File: src/rtl/control_pkg.sv
// Shared definitions for the control sequencer: opcode map, step encodings,
// control-word bit positions, and the per-opcode last-active-step lookup.
package control_pkg;

    // Opcode map. 9..D have no entry and decode as NOP.
    localparam logic [3:0] OP_NOP = 4'h0;
    localparam logic [3:0] OP_LDA = 4'h1;
    localparam logic [3:0] OP_ADD = 4'h2;
    localparam logic [3:0] OP_SUB = 4'h3;
    localparam logic [3:0] OP_STA = 4'h4;
    localparam logic [3:0] OP_LDI = 4'h5;
    localparam logic [3:0] OP_JMP = 4'h6;
    localparam logic [3:0] OP_JC  = 4'h7;
    localparam logic [3:0] OP_JZ  = 4'h8;
    localparam logic [3:0] OP_OUT = 4'hE;
    localparam logic [3:0] OP_HLT = 4'hF;

    typedef enum logic [2:0] {
        T0 = 3'd0,
        T1 = 3'd1,
        T2 = 3'd2,
        T3 = 3'd3,
        T4 = 3'd4,
        T5 = 3'd5
    } step_t;

    typedef enum logic {
        SEQ_RUN    = 1'b0,
        SEQ_HALTED = 1'b1
    } seq_state_t;

    // Control-word bit positions.
    localparam int CW_OE_PC      = 0;
    localparam int CW_OE_RAM     = 1;
    localparam int CW_OE_IR      = 2;
    localparam int CW_OE_A       = 3;
    localparam int CW_OE_ALU     = 4;
    localparam int CW_LOAD_MAR   = 5;
    localparam int CW_LOAD_IR    = 6;
    localparam int CW_LOAD_A     = 7;
    localparam int CW_LOAD_B     = 8;
    localparam int CW_LOAD_RAM   = 9;
    localparam int CW_LOAD_OUT   = 10;
    localparam int CW_LOAD_PC    = 11;
    localparam int CW_LOAD_FLAGS = 12;
    localparam int CW_PC_ENABLE  = 13;
    localparam int CW_ALU_SUB    = 14;
    localparam int CW_W          = 15;

    typedef logic [CW_W-1:0] ctrl_word_t;

    // Last step that does useful work for an opcode. Everything not listed
    // (including the conditional jumps, whose T2 may be empty) ends at T2.
    function automatic step_t last_step(input logic [3:0] op);
        step_t s;
        case (op)
            OP_LDA, OP_STA: s = T3;
            OP_ADD, OP_SUB: s = T4;
            default:        s = T2;
        endcase
        return s;
    endfunction

endpackage

File: src/rtl/control_sequencer_if.sv
// Bus between the control sequencer and the datapath.
//   opcode/flag_zero/flag_carry : datapath -> sequencer
//   oe_*                        : bus drive enables (oe_ir drives operand nibble)
//   load_*                      : register load strobes
//   pc_enable/alu_sub/halt      : PC increment, ALU subtract, halted indicator
//   tstate                      : current step index 0..5
interface control_sequencer_if;
    logic [3:0] opcode;
    logic       flag_zero;
    logic       flag_carry;

    logic       oe_pc;
    logic       oe_ram;
    logic       oe_ir;
    logic       oe_a;
    logic       oe_alu;

    logic       load_mar;
    logic       load_ir;
    logic       load_a;
    logic       load_b;
    logic       load_ram;
    logic       load_out;
    logic       load_pc;
    logic       load_flags;

    logic       pc_enable;
    logic       alu_sub;
    logic       halt;
    logic [2:0] tstate;

    // Sequencer side.
    modport master (
        input  opcode, flag_zero, flag_carry,
        output oe_pc, oe_ram, oe_ir, oe_a, oe_alu,
        output load_mar, load_ir, load_a, load_b, load_ram, load_out, load_pc, load_flags,
        output pc_enable, alu_sub, halt, tstate
    );

    // Datapath side.
    modport slave (
        output opcode, flag_zero, flag_carry,
        input  oe_pc, oe_ram, oe_ir, oe_a, oe_alu,
        input  load_mar, load_ir, load_a, load_b, load_ram, load_out, load_pc, load_flags,
        input  pc_enable, alu_sub, halt, tstate
    );
endinterface

File: src/rtl/control_decode.sv
// Combinational microcode decode: step + opcode + flags -> control word.
// Ports:
//   step       : current step T0..T5
//   opcode     : instruction opcode
//   flag_zero  : ALU zero flag (JZ condition)
//   flag_carry : ALU carry flag (JC condition)
//   cw         : control word, bit positions from control_pkg
//   last       : current step is at or past the opcode's last active step
//   hlt_req    : HLT is being executed in T2
module control_decode
    import control_pkg::*;
(
    input  step_t      step,
    input  logic [3:0] opcode,
    input  logic       flag_zero,
    input  logic       flag_carry,
    output ctrl_word_t cw,
    output logic       last,
    output logic       hlt_req
);

    always_comb begin
        cw = '0;
        case (step)
            T0: begin
                cw[CW_OE_PC]    = 1'b1;
                cw[CW_LOAD_MAR] = 1'b1;
            end
            T1: begin
                cw[CW_OE_RAM]    = 1'b1;
                cw[CW_LOAD_IR]   = 1'b1;
                cw[CW_PC_ENABLE] = 1'b1;
            end
            T2: begin
                case (opcode)
                    OP_LDA, OP_ADD, OP_SUB, OP_STA: begin
                        cw[CW_OE_IR]    = 1'b1;
                        cw[CW_LOAD_MAR] = 1'b1;
                    end
                    OP_LDI: begin
                        cw[CW_OE_IR]  = 1'b1;
                        cw[CW_LOAD_A] = 1'b1;
                    end
                    OP_JMP: begin
                        cw[CW_OE_IR]   = 1'b1;
                        cw[CW_LOAD_PC] = 1'b1;
                    end
                    OP_JC: begin
                        cw[CW_OE_IR]   = flag_carry;
                        cw[CW_LOAD_PC] = flag_carry;
                    end
                    OP_JZ: begin
                        cw[CW_OE_IR]   = flag_zero;
                        cw[CW_LOAD_PC] = flag_zero;
                    end
                    OP_OUT: begin
                        cw[CW_OE_A]     = 1'b1;
                        cw[CW_LOAD_OUT] = 1'b1;
                    end
                    default: ;
                endcase
            end
            T3: begin
                case (opcode)
                    OP_LDA: begin
                        cw[CW_OE_RAM] = 1'b1;
                        cw[CW_LOAD_A] = 1'b1;
                    end
                    OP_ADD, OP_SUB: begin
                        cw[CW_OE_RAM] = 1'b1;
                        cw[CW_LOAD_B] = 1'b1;
                    end
                    OP_STA: begin
                        cw[CW_OE_A]     = 1'b1;
                        cw[CW_LOAD_RAM] = 1'b1;
                    end
                    default: ;
                endcase
            end
            T4: begin
                if (opcode == OP_ADD || opcode == OP_SUB) begin
                    cw[CW_OE_ALU]     = 1'b1;
                    cw[CW_LOAD_A]     = 1'b1;
                    cw[CW_LOAD_FLAGS] = 1'b1;
                    cw[CW_ALU_SUB]    = (opcode == OP_SUB);
                end
            end
            default: ;
        endcase
    end

    // ">=" rather than "==" so an opcode that changes to a shorter
    // instruction mid-flight still terminates instead of running to T5.
    assign last    = (step >= T2) && (step >= last_step(opcode));
    assign hlt_req = (step == T2) && (opcode == OP_HLT);

endmodule

File: src/rtl/control_sequencer.sv
// Microcoded control sequencer: step counter T0..T5 plus sticky HALTED state.
// All control outputs come combinationally from control_decode.
// Ports:
//   clk   : system clock, rising edge
//   reset : asynchronous active-low reset
//   bus   : control_sequencer_if.master (opcode/flags in, controls/tstate out)
// Parameter:
//   EARLY_END : 1 = return to T0 after the last active step, 0 = always T0..T5
module control_sequencer
    import control_pkg::*;
#(
    parameter bit EARLY_END = 1'b1
) (
    input  logic                 clk,
    input  logic                 reset,
    control_sequencer_if.master  bus
);

    step_t      step, step_nxt;
    seq_state_t state, state_nxt;
    ctrl_word_t cw;
    logic       last;
    logic       hlt_req;
    logic       run;

    control_decode u_decode (
        .step       (step),
        .opcode     (bus.opcode),
        .flag_zero  (bus.flag_zero),
        .flag_carry (bus.flag_carry),
        .cw         (cw),
        .last       (last),
        .hlt_req    (hlt_req)
    );

    // Async reset clears the step counter directly, so the T0 pattern
    // appears on the outputs without waiting for a clock edge.
    always_ff @(posedge clk or negedge reset) begin
        if (!reset) begin
            state <= SEQ_RUN;
            step  <= T0;
        end else begin
            state <= state_nxt;
            step  <= step_nxt;
        end
    end

    always_comb begin
        state_nxt = state;
        step_nxt  = step;
        case (state)
            SEQ_RUN: begin
                if (hlt_req) begin
                    // Freeze at T2; only reset leaves HALTED.
                    state_nxt = SEQ_HALTED;
                end else if ((EARLY_END && last) || step >= T5) begin
                    step_nxt = T0;
                end else begin
                    step_nxt = step_t'(step + 3'd1);
                end
            end
            SEQ_HALTED: ;
            default: begin
                state_nxt = SEQ_RUN;
                step_nxt  = T0;
            end
        endcase
    end

    assign run = (state == SEQ_RUN);

    assign bus.oe_pc      = run & cw[CW_OE_PC];
    assign bus.oe_ram     = run & cw[CW_OE_RAM];
    assign bus.oe_ir      = run & cw[CW_OE_IR];
    assign bus.oe_a       = run & cw[CW_OE_A];
    assign bus.oe_alu     = run & cw[CW_OE_ALU];
    assign bus.load_mar   = run & cw[CW_LOAD_MAR];
    assign bus.load_ir    = run & cw[CW_LOAD_IR];
    assign bus.load_a     = run & cw[CW_LOAD_A];
    assign bus.load_b     = run & cw[CW_LOAD_B];
    assign bus.load_ram   = run & cw[CW_LOAD_RAM];
    assign bus.load_out   = run & cw[CW_LOAD_OUT];
    assign bus.load_pc    = run & cw[CW_LOAD_PC];
    assign bus.load_flags = run & cw[CW_LOAD_FLAGS];
    assign bus.pc_enable  = run & cw[CW_PC_ENABLE];
    assign bus.alu_sub    = run & cw[CW_ALU_SUB];
    assign bus.halt       = (state == SEQ_HALTED);
    assign bus.tstate     = step;

endmodule

File: src/flat_wrapper.sv
// flat-port wrapper written by rule: the top's interface ports become plain ports
module control_sequencer_flat import control_pkg::*;
#(
    parameter bit EARLY_END = 1'b1
)
  (clk, reset, bus_opcode, bus_flag_zero, bus_flag_carry, bus_oe_pc, bus_oe_ram, bus_oe_ir, bus_oe_a, bus_oe_alu, bus_load_mar, bus_load_ir, bus_load_a, bus_load_b, bus_load_ram, bus_load_out, bus_load_pc, bus_load_flags, bus_pc_enable, bus_alu_sub, bus_halt, bus_tstate);
  control_sequencer_if bus_i ();
  input  logic clk;
  input  logic reset;
  input wire logic [$bits(bus_i.opcode)-1:0] bus_opcode;
  input wire logic [$bits(bus_i.flag_zero)-1:0] bus_flag_zero;
  input wire logic [$bits(bus_i.flag_carry)-1:0] bus_flag_carry;
  output wire logic [$bits(bus_i.oe_pc)-1:0] bus_oe_pc;
  output wire logic [$bits(bus_i.oe_ram)-1:0] bus_oe_ram;
  output wire logic [$bits(bus_i.oe_ir)-1:0] bus_oe_ir;
  output wire logic [$bits(bus_i.oe_a)-1:0] bus_oe_a;
  output wire logic [$bits(bus_i.oe_alu)-1:0] bus_oe_alu;
  output wire logic [$bits(bus_i.load_mar)-1:0] bus_load_mar;
  output wire logic [$bits(bus_i.load_ir)-1:0] bus_load_ir;
  output wire logic [$bits(bus_i.load_a)-1:0] bus_load_a;
  output wire logic [$bits(bus_i.load_b)-1:0] bus_load_b;
  output wire logic [$bits(bus_i.load_ram)-1:0] bus_load_ram;
  output wire logic [$bits(bus_i.load_out)-1:0] bus_load_out;
  output wire logic [$bits(bus_i.load_pc)-1:0] bus_load_pc;
  output wire logic [$bits(bus_i.load_flags)-1:0] bus_load_flags;
  output wire logic [$bits(bus_i.pc_enable)-1:0] bus_pc_enable;
  output wire logic [$bits(bus_i.alu_sub)-1:0] bus_alu_sub;
  output wire logic [$bits(bus_i.halt)-1:0] bus_halt;
  output wire logic [$bits(bus_i.tstate)-1:0] bus_tstate;
  assign bus_i.opcode = bus_opcode;
  assign bus_i.flag_zero = bus_flag_zero;
  assign bus_i.flag_carry = bus_flag_carry;
  assign bus_oe_pc = bus_i.oe_pc;
  assign bus_oe_ram = bus_i.oe_ram;
  assign bus_oe_ir = bus_i.oe_ir;
  assign bus_oe_a = bus_i.oe_a;
  assign bus_oe_alu = bus_i.oe_alu;
  assign bus_load_mar = bus_i.load_mar;
  assign bus_load_ir = bus_i.load_ir;
  assign bus_load_a = bus_i.load_a;
  assign bus_load_b = bus_i.load_b;
  assign bus_load_ram = bus_i.load_ram;
  assign bus_load_out = bus_i.load_out;
  assign bus_load_pc = bus_i.load_pc;
  assign bus_load_flags = bus_i.load_flags;
  assign bus_pc_enable = bus_i.pc_enable;
  assign bus_alu_sub = bus_i.alu_sub;
  assign bus_halt = bus_i.halt;
  assign bus_tstate = bus_i.tstate;
  control_sequencer #(.EARLY_END(EARLY_END)) u_core (.clk(clk), .reset(reset), .bus(bus_i));
endmodule
File: config.mk
export PLATFORM = sky130hd
export DESIGN_NAME = control_sequencer_flat
export DESIGN_NICKNAME = d
export VERILOG_FILES = /design/src/rtl/control_pkg.sv /design/src/rtl/control_sequencer_if.sv /design/src/rtl/control_decode.sv /design/src/rtl/control_sequencer.sv /design/src/flat_wrapper.sv
export SDC_FILE = /design/constraint.sdc
export NUM_CORES = 1
export LEC_CHECK = 0
export ABC_AREA = 1
export CAP_MARGIN = 0
export CORE_UTILIZATION = 41
export CTS_CLUSTER_DIAMETER = 40
export DETAILED_ROUTE_END_ITERATION = 10
export MAX_ROUTING_LAYER = met4
export PLACE_DENSITY_LB_ADDON = 0.05
export SLEW_MARGIN = 25
export SYNTH_ARGS = -nofsm -noshare
export SYNTH_HDL_FRONTEND = slang
export SYNTH_SLANG_ARGS = --single-unit
File: constraint.sdc
create_clock -name clk -period 1.7 [get_ports clk]
set_input_delay 0.17 -clock clk [delete_from_list [all_inputs] [get_ports clk]]
set_output_delay 0.17 -clock clk [all_outputs]
set_load 0.05 [all_outputs]
==> results of run 1 <==
## kinds of logic after synthesis
kind of cell             share of synthesized area
buffers and inverters                       0.1296
adder cells (fa/ha/maj)                     0.1646
flip-flops                                  0.1646
AO/OA/AOI/OAI                              0.06585
AND/OR/NAND/NOR                             0.4753
## stage by stage
stage          TNS (ns)    util
3_5_place_dp    -0.7842  0.8949
3_3_place_gp    -0.4678  0.8949
2_1_floorplan   -0.1951       -
==> metrics.md, run 1 <==
| Metric | Value |
|---|---|
| Port-buffer cells | 26 |
| Synth top area cells | nand2_1, dfrtp_1, ha_1 |
| Most frequent cells after synthesis | nand2_1, nor2_1, inv_1 |
| Initial core utilization | 0.4559 |
| Post-CTS Repair Setup Buffers | 6 |
| Cts-stage hold buffer count | 0 |
| Status | did not finish |
| H-tree Lvls | 1 |
| Placer Congestion | 0.8508 |
| Clk sinks | 4 |
| #FFs+latches synth | 4 |
| CTS Buf Count | 3 |
| Post-synth top flop | dfrtp_1 |
| Asr flop ratio synth | 1.000 |
| Stage reached | 4_1_cts |
| Cells after DPL | 155 |
| Num ports | 27 |
| Post-place setup slack | -0.2474 ns |
| Die Y | 40.51 µm |
| Avg Cell Area, Syn | 5.962 µm² |
| Synthesized cell area | 608.1 µm² |
| DP Wirelength | 1.599 mm |
| Root Buffer | clkbuf_4 |
| Post-Place Cell Area | 0.001194 mm² |
| Number of synthesized flops with an enable pin | 0 |
| Tool Error | [ERROR DPL-0038] Utilization greater than 100%, impossible to legalize |
| Synth cell types | 19 |
| Site row count | 13 |
| Clock Path Buffers | 2 |
| Cell taking the most area after synthesis | nand2_1 |
| Most frequent cell after synthesis | nand2_1 |
| Post-Syn Instances | 102 |
| Cts repair resizes | 21 |
| Die width | 40.51 µm |
| Register area share after synthesis | 0.1646 |
| Yosys top cell area share | 0.1790 |
| Mapped Nets | 118 |
| Ys Warns | 0 |
==> run 2: changes to the inputs <==
CORE_AREA = 2 2 63 65   (was default)
CORE_UTILIZATION = default   (was 41)
CTS_CLUSTER_DIAMETER = default   (was 40)
DIE_AREA = 0 0 65 67   (was default)
MAX_ROUTING_LAYER = default   (was met4)
PLACE_DENSITY_LB_ADDON = 0.15   (was 0.05)
==> run 2 against run 1 <==
  * The flow now finishes, with violations (setup timing)
  * Synthesized cell count unchanged
  * Area after synthesis unchanged
==> metrics.md, run 2 <==
| Metric | Value |
|---|---|
| Drc violations | 0 |
| Final hold slack | 0.1577 ns |
| Synth cell types | 19 |
| Pin count of the biggest net entering global routing | 9 |
| Max reg flops | 3 |
| Fin. Hold Viols | 0 |
| Switch share | 0.2351 |
| RSZ-0062 raised after global routing | true |
| Grt total ovfl | 0 |
| Switching pwr | 87.32 µW |
| Root Buffer | clkbuf_8 |
| Startpoint Class | flip-flop |
| H-tree Lvls | 1 |
| CTS Buf Count | 3 |
| Max-Cap Viols | 0 |
| Post-place setup slack | -0.2231 ns |
| Clock Path Buffers | 2 |
| Iter 0 DRT Violations | 25 |
| Core outline area | 0.003606 mm² |
| First-pass GRT wire length | 3.705 mm |
| Combinational Power Share | 0.205 |
| DRT Wirelength | 2.179 mm |
| Register area share after synthesis | 0.1646 |
| Placer Congestion | 0.9299 |
| Ys Warns | 0 |
| Die width | 65 µm |
| Max IR drop VDD | 0.3455 mV |
| Post-synth top flop | dfrtp_1 |
| Clock transition at path regs | 0.03 ns |
| Port-buffer cells | 26 |
| Yosys top cell area share | 0.1790 |
| CP arrival | 1.59 ns |
| Initial core utilization | 0.1686 |
| Avg Cell Area, Syn | 5.962 µm² |
| Fin crit period | 1.763 ns |
| Slew headroom | 0.7977 |
| Status | finished with violations |
| Least-Margin Pin Slew | 0.3035 ns |
| Crit share post-route | 1.037 |
| Endpoints failing setup | 5 |
| Final nets | 168 |
| PD cells | 263.7 mW/mm² |
| CTS tree | built |
| Most frequent cells after synthesis | nand2_1, nor2_1, inv_1 |
| #FFs+latches synth | 4 |
| Gr usage total | 0.1093 |
| Synth top area cells | nand2_1, dfrtp_1, ha_1 |
| Via density | 3.960 |
| Worst hold path class | input pin to asynchronous set/reset pin |
| Commonest non-fill, non-tap cells in the layout | nand2_1, buf_4, buf_12, inv_2, nor2_1 |
| Max-slew violations | 0 |
| PnR worst setup slack | -0.06339 ns |
| Worst setup EP type | output pin |
| Number of synthesized flops with an enable pin | 0 |
| Layout cells sized above 1 | 0.5800 |
| Clock share of power | 0.537 |
| Worst EP required | 1.53 ns |
| Die Y | 67 µm |
| Initial antenna violation count | 0 |
| Fmax | 567.1 MHz |
| Num ports | 27 |
| Post-Syn Instances | 102 |
| Failing checks | setup timing |
| ANT cells | 0 |
| Final core occ | 0.3907 |
| Cell taking the most area after synthesis | nand2_1 |
| Commonest non-fill, non-tap cell in the layout | nand2_1 |
| Clk_lat worst skew | 0.22 ns |
| Int Power | 284.1 µW |
| WL/cell | 11.01 µm |
| Final ANT Viol Nets | 0 |
| Vias in the first global route | 867 |
| Asr flop ratio synth | 1.000 |
| Clk_skew | 0.001126 ns |
| Seq pwr share | 0.258 |
| Critical path type | flip-flop to output pin |
| Clk sinks | 4 |
| DR vias | 784 |
| Layout area overhead | 131.7% |
| Total power | 371.5 µW |
| Leakage power total | 0.6578 nW |
| Site row count | 22 |
| Most frequent cell after synthesis | nand2_1 |
| DP Wirelength | 1.744 mm |
| Synthesized cell area | 608.1 µm² |
| DRT Pass-1 Iters | 4 |
| Die area | 0.004355 mm² |
| Mapped Nets | 118 |
| Critical path peak fanout | 4 |
| FF-to-FF setup slack | 0.29 ns |
[run 2: cell counts after synthesis]
No cell type changed its count.
[run 2: metrics by stage]
step	setup TNS, ns	cell area, µm²	std cells
2_1_floorplan	-0.1951	688.2	102
3_3_place_gp	-0.7241	1250	190
3_5_place_dp	-0.7748	1250	190
4_1_cts	-0.2039	1334	195
5_1_grt	-0.5724	1409	198
6_report	-0.1878	1409	198
[run 2: worst paths after layout]
kind | startpoint | endpoint | depth (start not counted)
hold reg to reg | u_core.bus.tstate[2] | u_core.bus.tstate[2] | 2
min in group clk | bus_opcode[0] | u_core.bus.halt | 6
setup reg to reg | u_core.bus.tstate[0] | u_core.bus.tstate[2] | 11
setup / recovery | u_core.bus.tstate[0] | bus_oe_a | 8
max in group asynchronous | reset | u_core.bus.tstate[2] | 1
hold / removal | reset | u_core.bus.tstate[1] | 1
[run 2: cell families (layout without fill, tap and decap cells)]
logic type                 after synthesis  after routing  share of synthesized area
and+or+nand+nor                         64             64                     0.4753
buffers and inverters                   19             67                     0.1296
DFF                                      4              4                     0.1646
adders and majority gates                8              8                     0.1646
AOI/OAI and AO/OA                        7              7                    0.06585
[run 2: final cells by class]
cell class | instances | area (µm²)
timing repair buffer | 47 | 564.3
inverter | 17 | 66.31
tap | 48 | 60.06
sequential | 4 | 105.1
multi-input combinational | 79 | 571.8
fill | 378 | 2197
clock buffer | 3 | 41.29
[run 2: worst max-delay path, stage by stage, from the launching register on]
cell and delay [ns]:
dfrtp_2 0.43, inv_4 0.10, ha_4 0.12, inv_2 0.03, nor2_4 0.10, nand4_1 0.12
buf_4 0.18, a21oi_4 0.14, buf_12 0.15
[run 2: what timing repair did]
item,4_1_cts,5_1_grt
setup buffers,2,3
gates resized for setup,12,14
endpoints found under the setup margin,9,13
pin swaps,5,11
endpoints found under the hold margin,0,0
hold buffers,0,0
[run 2: power by group through the flow]
stage | logic (mW) | registers (mW) | clock network [mW]
3_5_place_dp | 0.0767 | 0.0969 | 0
3_3_place_gp | 0.0755 | 0.0969 | 0
6_report | 0.0760 | 0.0959 | 0.200
5_1_grt | 0.0845 | 0.0957 | 0.216
4_1_cts | 0.0751 | 0.0958 | 0.206
2_1_floorplan | 0.0270 | 0.0969 | 0
[run 2: per-layer routing]
layer / track usage / up-vias / share of wire
met3: 0.02027 / 2 / 0.046
li1: - / 415 / -
met1: 0.1198 / 347 / 0.42
met5: 0 / - / 0
met2: 0.2023 / 20 / 0.52
met4: 0.05053 / 0 / 0.011
Note: power is estimated with default switching activity, not from simulation.
==> run 3: changes to the inputs <==
ABC_AREA = default   (was 1)
==> run 3 against run 2 <==
  * Critical endpoint is now bus_alu_sub
  * Sequential power increased to 2.5 times the previous value
  * Core utilization is 4.8 points higher
  * Non-clock buffer count rose by 5
  * Worst setup slack worse by 0.091 ns
  * Synthesized cell count decreased by 20%
  * Sequential cell count did not move
  * The flow still finishes with violations (setup timing)
  * Global-route usage shrank 0.34 points
  * Clock-buffer cell count did not move
  * Sequential share of layout area decreased by 0.50 points
  * Worst hold slack lost 0.00079 ns
  * Largest power group is now combinational cells
  * Cell count is 9.6% lower
==> metrics.md, run 3 <==
| Metric | Value |
|---|---|
| Final ANT Viol Nets | 0 |
| DRT Wirelength | 2.138 mm |
| Clk_skew | 0.0009298 ns |
| Worst hold path class | input pin to asynchronous set/reset pin |
| Cts-stage hold buffer count | 0 |
| Placer Congestion | 0.7180 |
| Avg Cell Area, Syn | 7.294 µm² |
| Max-slew violations | 0 |
| Critical path type | flip-flop to output pin |
| Most frequent cells after synthesis | nand2_1, nor2_1, ha_1 |
| Least-Margin Pin Slew | 0.3060 ns |
| Fin crit period | 1.854 ns |
| Clk sinks | 4 |
| WL/cell | 11.94 µm |
| CP peak stage delay | 0.51 ns |
| CP arrival | 1.68 ns |
| Asr flop ratio synth | 1.000 |
| Die area | 0.004355 mm² |
| Max IR drop VDD | 0.9181 mV |
| Commonest non-fill, non-tap cells in the layout | buf_4, buf_12, ha_4, nand2_1, nor2_1 |
| Crit share post-route | 1.091 |
| Register area | 110.1 µm² |
| Die Y | 67 µm |
| Leakage power total | 0.6350 nW |
| Site row count | 22 |
| Clk_lat worst skew | 0.21 ns |
| First-pass GRT wire length | 3.567 mm |
| Gr usage total | 0.1059 |
| Register area share after synthesis | 0.1674 |
| Max-Cap Viols | 0 |
| Synth top area cells | dfrtp_1, ha_1, nand2_1 |
| Critical path peak fanout | 4 |
| Final nets | 149 |
| Layout area overhead | 164.6% |
| Startpoint Class | flip-flop |
| Layout cells sized above 1 | 0.7099 |
| Synth cell types | 32 |
| DP Wirelength | 1.759 mm |
| Num ports | 27 |
| Cell taking the most area after synthesis | dfrtp_1 |
| Initial antenna violation count | 0 |
| Yosys top cell area share | 0.1674 |
| #FFs+latches synth | 4 |
| Total power | 2.461 mW |
| Number of synthesized flops with an enable pin | 0 |
| Post-synth top flop | dfrtp_1 |
| Core outline area | 0.003606 mm² |
| Commonest non-fill, non-tap cell in the layout | buf_4 |
| Status | finished with violations |
| Post-Syn Instances | 82 |
| Grt total ovfl | 0 |
| Fillcell total | 344 |
| DRT Pass-1 Iters | 4 |
| DR vias | 773 |
| CTS tree | built |
| Multi-input logic area | 721.9 µm² |
| Crit path cell chain | buf_4 -> inv_4 -> buf_6 -> ha_4 -> nand3_4 -> nor2_4 -> and2_4 -> buf_12 |
| Slew headroom | 0.7953 |
| Slowest-stage cell, CP | dfrtp_4 |
| Drc violations | 0 |
| ANT cells | 0 |
| Worst EP required | 1.53 ns |
| Initial core utilization | 0.1659 |
| Die width | 65 µm |
| Iter 0 DRT Violations | 10 |
| Vias in the first global route | 764 |
| Port-buffer cells | 26 |
| Fin. Hold Viols | 0 |
| Via density | 4.318 |
| Endpoints failing setup | 11 |
| PD cells | 1555 mW/mm² |
| H-tree Lvls | 1 |
| Clock transition at path regs | 0.03 ns |
| Mapped Nets | 98 |
| Synthesized cell area | 598.1 µm² |
| Ys Warns | 0 |
| Max reg flops | 3 |
| Fmax | 539.4 MHz |
| Root Buffer | clkbuf_8 |
| Worst setup EP type | output pin |
| PnR worst setup slack | -0.1540 ns |
| CTS Buf Count | 3 |
| Failing checks | setup timing |
| Pin count of the biggest net entering global routing | 10 |
| Clock Path Buffers | 2 |
| RSZ-0062 raised after global routing | true |
| Final hold slack | 0.1570 ns |
==> run 3: changes by cell type after synthesis, moves of 3 or more <==
cell | previous run | this run
inv_1 | 12 | 6
inv_2 | 5 | 1
nor3_1 | 0 | 3
nand2_1 | 29 | 9
nand4_1 | 4 | 0
nor2_2 | 3 | 0
nor2_1 | 18 | 9
==> run 3: timing repair <==
action	CTS	global route
setup endpoints to repair	17	17
pin swaps	11	7
buffers inserted	4	3
resized for setup	22	12
endpoints found under the hold margin	0	0
==> run 3: power by group <==
group	leakage (nW)	switching [mW]	internal, mW	total, mW
combinational	0.569	1.03	0.996	2.02
sequential	0.0447	0.0806	0.161	0.242
clock	0.0216	0.0453	0.151	0.196
==> run 3: final cells by class <==
class	count	area share
clock buffers	3	0.02609
repair buffers	52	0.3881
flip-flops and latches	4	0.06957
inverters	7	0.02213
well taps	48	0.03794
multi-input cells	65	0.4561
==> run 3: metal layers <==
layer | GRT usage | share of wire | wire [µm] | vias to the layer above
li1 | - | - | - | 381
met2 | 0.1959 | 0.55 | 1172 | 25
met4 | 0.03989 | 0.017 | 36 | 0
met3 | 0.01182 | 0.045 | 96 | 4
met5 | 0 | 0 | 0 | -
met1 | 0.1245 | 0.39 | 832 | 363
==> run 3: cell families after synthesis <==
family                     synth area share
and+or+nand+nor                      0.3138
AOI/OAI and AO/OA                    0.1987
buffers and inverters                0.1046
adders and majority gates            0.1674
DFF                                  0.1674
xor gates and xnor gates            0.02929
muxes                               0.01883
==> run 3: stage by stage <==
stage | cell area (µm²) | setup WS, ns | TNS, ns | instances | util
after floorplan | 808.3 | -0.1758 | -0.8023 | 82 | -
after global placement | 1370 | -0.5013 | -2.598 | 170 | 0.3799
after detailed placement | 1370 | -0.5883 | -3.148 | 170 | 0.3799
after CTS | 1518 | -0.1399 | -1.071 | 177 | 0.4209
after global routing | 1583 | -0.2094 | -1.983 | 179 | 0.4389
final | 1583 | -0.1540 | -0.9403 | 179 | 0.4389
==> run 3: worst max-delay path: cells and delay by family, from the launching register on <==
| kind | cells | cell delay [ns] |
|---|---|---|
| adders and majority gates | 1 | 0.13 |
| buffers and inverters | 4 | 0.45 |
| DFF | 1 | 0.51 |
| and+or+nand+nor | 3 | 0.38 |
==> run 3: worst paths after layout <==
kind | from | endpoint | slack, ns | depth (start not counted)
min reg2reg | u_core.bus.tstate[2] | u_core.bus.tstate[2] | 0.74 | 3
min in group clk | bus_opcode[2] | u_core.bus.halt | 0.56 | 3
max | u_core.bus.tstate[1] | bus_alu_sub | -0.15 | 8
max reg2reg | u_core.bus.tstate[1] | u_core.bus.tstate[2] | -0.09 | 6
max in group asynchronous | reset | u_core.bus.tstate[2] | 1.36 | 1
min | reset | u_core.bus.tstate[1] | 0.16 | 1
==> variant, RTL diff (config.mk and constraints of run 3) <==
`EARLY_END` is set to 1'b1 in 2 places; all go to 1'b0.
--- a/src/rtl/control_sequencer.sv
+++ b/src/rtl/control_sequencer.sv
@@ -9,7 +9,7 @@
 module control_sequencer
     import control_pkg::*;
 #(
-    parameter bit EARLY_END = 1'b1
+    parameter bit EARLY_END = 1'b0
 ) (
     input  logic                 clk,
     input  logic                 reset,
--- a/src/flat_wrapper.sv
+++ b/src/flat_wrapper.sv
@@ -1,7 +1,7 @@
 // flat-port wrapper written by rule: the top's interface ports become plain ports
 module control_sequencer_flat import control_pkg::*;
 #(
-    parameter bit EARLY_END = 1'b1
+    parameter bit EARLY_END = 1'b0
 )
   (clk, reset, bus_opcode, bus_flag_zero, bus_flag_carry, bus_oe_pc, bus_oe_ram, bus_oe_ir, bus_oe_a, bus_oe_alu, bus_load_mar, bus_load_ir, bus_load_a, bus_load_b, bus_load_ram, bus_load_out, bus_load_pc, bus_load_flags, bus_pc_enable, bus_alu_sub, bus_halt, bus_tstate);
   control_sequencer_if bus_i ();
Formal check against the unedited RTL: not equivalent (Yosys sat finds a counterexample within 4 cycles, from zero or initial values and one cycle with reset low).
==> variant against run 3 <==
The run still ends with setup timing left; via count fell by 4.5%; critical path depth down 1; global-route usage shrank 0.18 points; largest cell class unchanged; synthesized area fell by 5.0%; sequential cell count stayed put; critical endpoint is now bus_load_a; cell area is 1.2% lower; routed wire length shrank 0.80%; core utilization down 0.52 points; sequential share of layout area down 0.24 points; setup slack got worse by 0.040 ns.
Power is left out: it rests on default switching activity, and per cell area and clock period it moved more than threefold.
==> variant: results (changes against run 3) <==
DRT Pass-1 Iters=4 (unchanged); worst-case clock buffer depth=2 (unchanged); failing checks=setup timing (unchanged); Arr. time, crit path=1.72 ns (was 1.68 ns); clk_skew=0.000215 ns (was 0.000930 ns); Crit-path slowest cell=dfrtp_2 (was dfrtp_4); Placer Congestion=0.873 (was 0.718); sequential element share of the synthesized area=17.6% (was 16.7%); Worst Setup SP=u_core.bus.tstate[1] (unchanged); status=finished, violations left (unchanged); Vias/cell=4.17 (was 4.32); worst rel slew slack=76.7% (was 79.5%); final setup vio count=9 (was 11); synthesized instance count=76 (was 82); DP HPWL=1630 um (was 1760 um); adder-cell area share of the yosys netlist=11.0% (was 16.7%); crit-path max FO=3 (was 4); All-Layer GR Usage=10.4% (was 10.6%); CP peak stage delay=0.42 ns (was 0.51 ns); number of global-route vias before repair=750 (was 764); largest net degree at the start of global routing=12 (was 10); vias=738 (was 773); Post-Syn Nets=89 (was 98); ANT cells=0 (unchanged); synth top area cells=dfrtp_1 (18%), ha_1 (11%), buf_4 (6.6%) (was dfrtp_1 (17%), ha_1 (17%), nand2_1 (5.6%)); mux cell area share after synthesis=5.29% (was 1.88%); dpl ws=-0.182 ns (was -0.588 ns); most instantiated cells after synthesis=nor2_1 (10), inv_1 (8), nand2_1 (8) (was nand2_1 (9), nor2_1 (9), ha_1 (8)); Iteration-0 DRC Markers=22 (was 10); Unique masters post-synth=31 (was 32); Compound-Gate Fraction of Synth Area=17.4% (was 19.9%); WL/cell=12.0 um (was 11.9 um); worst setup margin=-0.194 ns (was -0.154 ns); layout cells sized above 1=72.1% (was 71.0%); first-pass GRT wire length=3510 um (was 3570 um); final layout net count=144 (was 149); Setup TNS=-0.999 ns (was -0.940 ns); XOR/XNOR share of the synthesized area=1.54% (was 2.93%); reg-to-reg startpoint=u_core.bus.tstate[0] (was u_core.bus.tstate[1])
-- variant: cell families after synthesis --
| group | count (synthesis) |
|---|---|
| adders and majority gates | 5 |
| xor gates and xnor gates | 1 |
| DFF | 4 |
| muxes | 2 |
| AOI/OAI and AO/OA | 13 |
| buffers and inverters | 15 |
| and+or+nand+nor | 36 |
-- variant: final cells by class --
| class | count | area, um^2 |
|---|---|---|
| Multi-Input combinational cell | 57 | 682 |
| Inverter | 8 | 36.3 |
| Clock buffer | 3 | 41.3 |
| Timing Repair Buffer | 57 | 639 |
| Tap cell | 48 | 60.1 |
| Fill cell | 356 | 2040 |
| Sequential cell | 4 | 105 |
-- variant: path summary, 6_finish.rpt --
path,end,slack [ns]
worst max register to register,u_core.bus.tstate[1],0.02
worst min-delay path,u_core.bus.tstate[2],0.15
min in group clk,u_core.bus.tstate[1],0.68
worst min register to register,u_core.bus.tstate[1],0.68
max in group asynchronous,u_core.bus.tstate[0],1.38
worst max-delay path,bus_load_a,-0.19
-- variant: routing by layer --
metal  GRT usage, %  up-vias  share of wire, %
met2           18.0       21                53
met1           13.0      349                42
li1               -      366                 -
met4           3.99        0              0.66
met3           1.35        2               3.4
met5              0        -                 0
-- variant: critical path, delay by kind of cell (launching register included) --
| family | cells | cell delay (ns) |
|---|---|---|
| flip-flops | 1 | 0.42 |
| AO/OA/AOI/OAI | 1 | 0.36 |
| AND/OR/NAND/NOR | 1 | 0.05 |
| buffers and inverters | 4 | 0.49 |
| adder cells (fa/ha/maj) | 1 | 0.17 |
-- variant: repair_timing --
action | in CTS | in global routing
cloned | 0 | 0
setup buffers | 3 | 2
resized for setup | 32 | 7
pin swaps | 10 | 4
hold endpoints to repair | 0 | 0
setup endpoints to repair | 15 | 15
-- variant: per-stage QoR --
step                      util [%]  instance area (um^2)
after CTS                     42.1                  1520
after global routing          43.4                  1560
after global placement        36.4                  1310
final                         43.4                  1560
after floorplan                  -                   702
after detailed placement      36.4                  1310
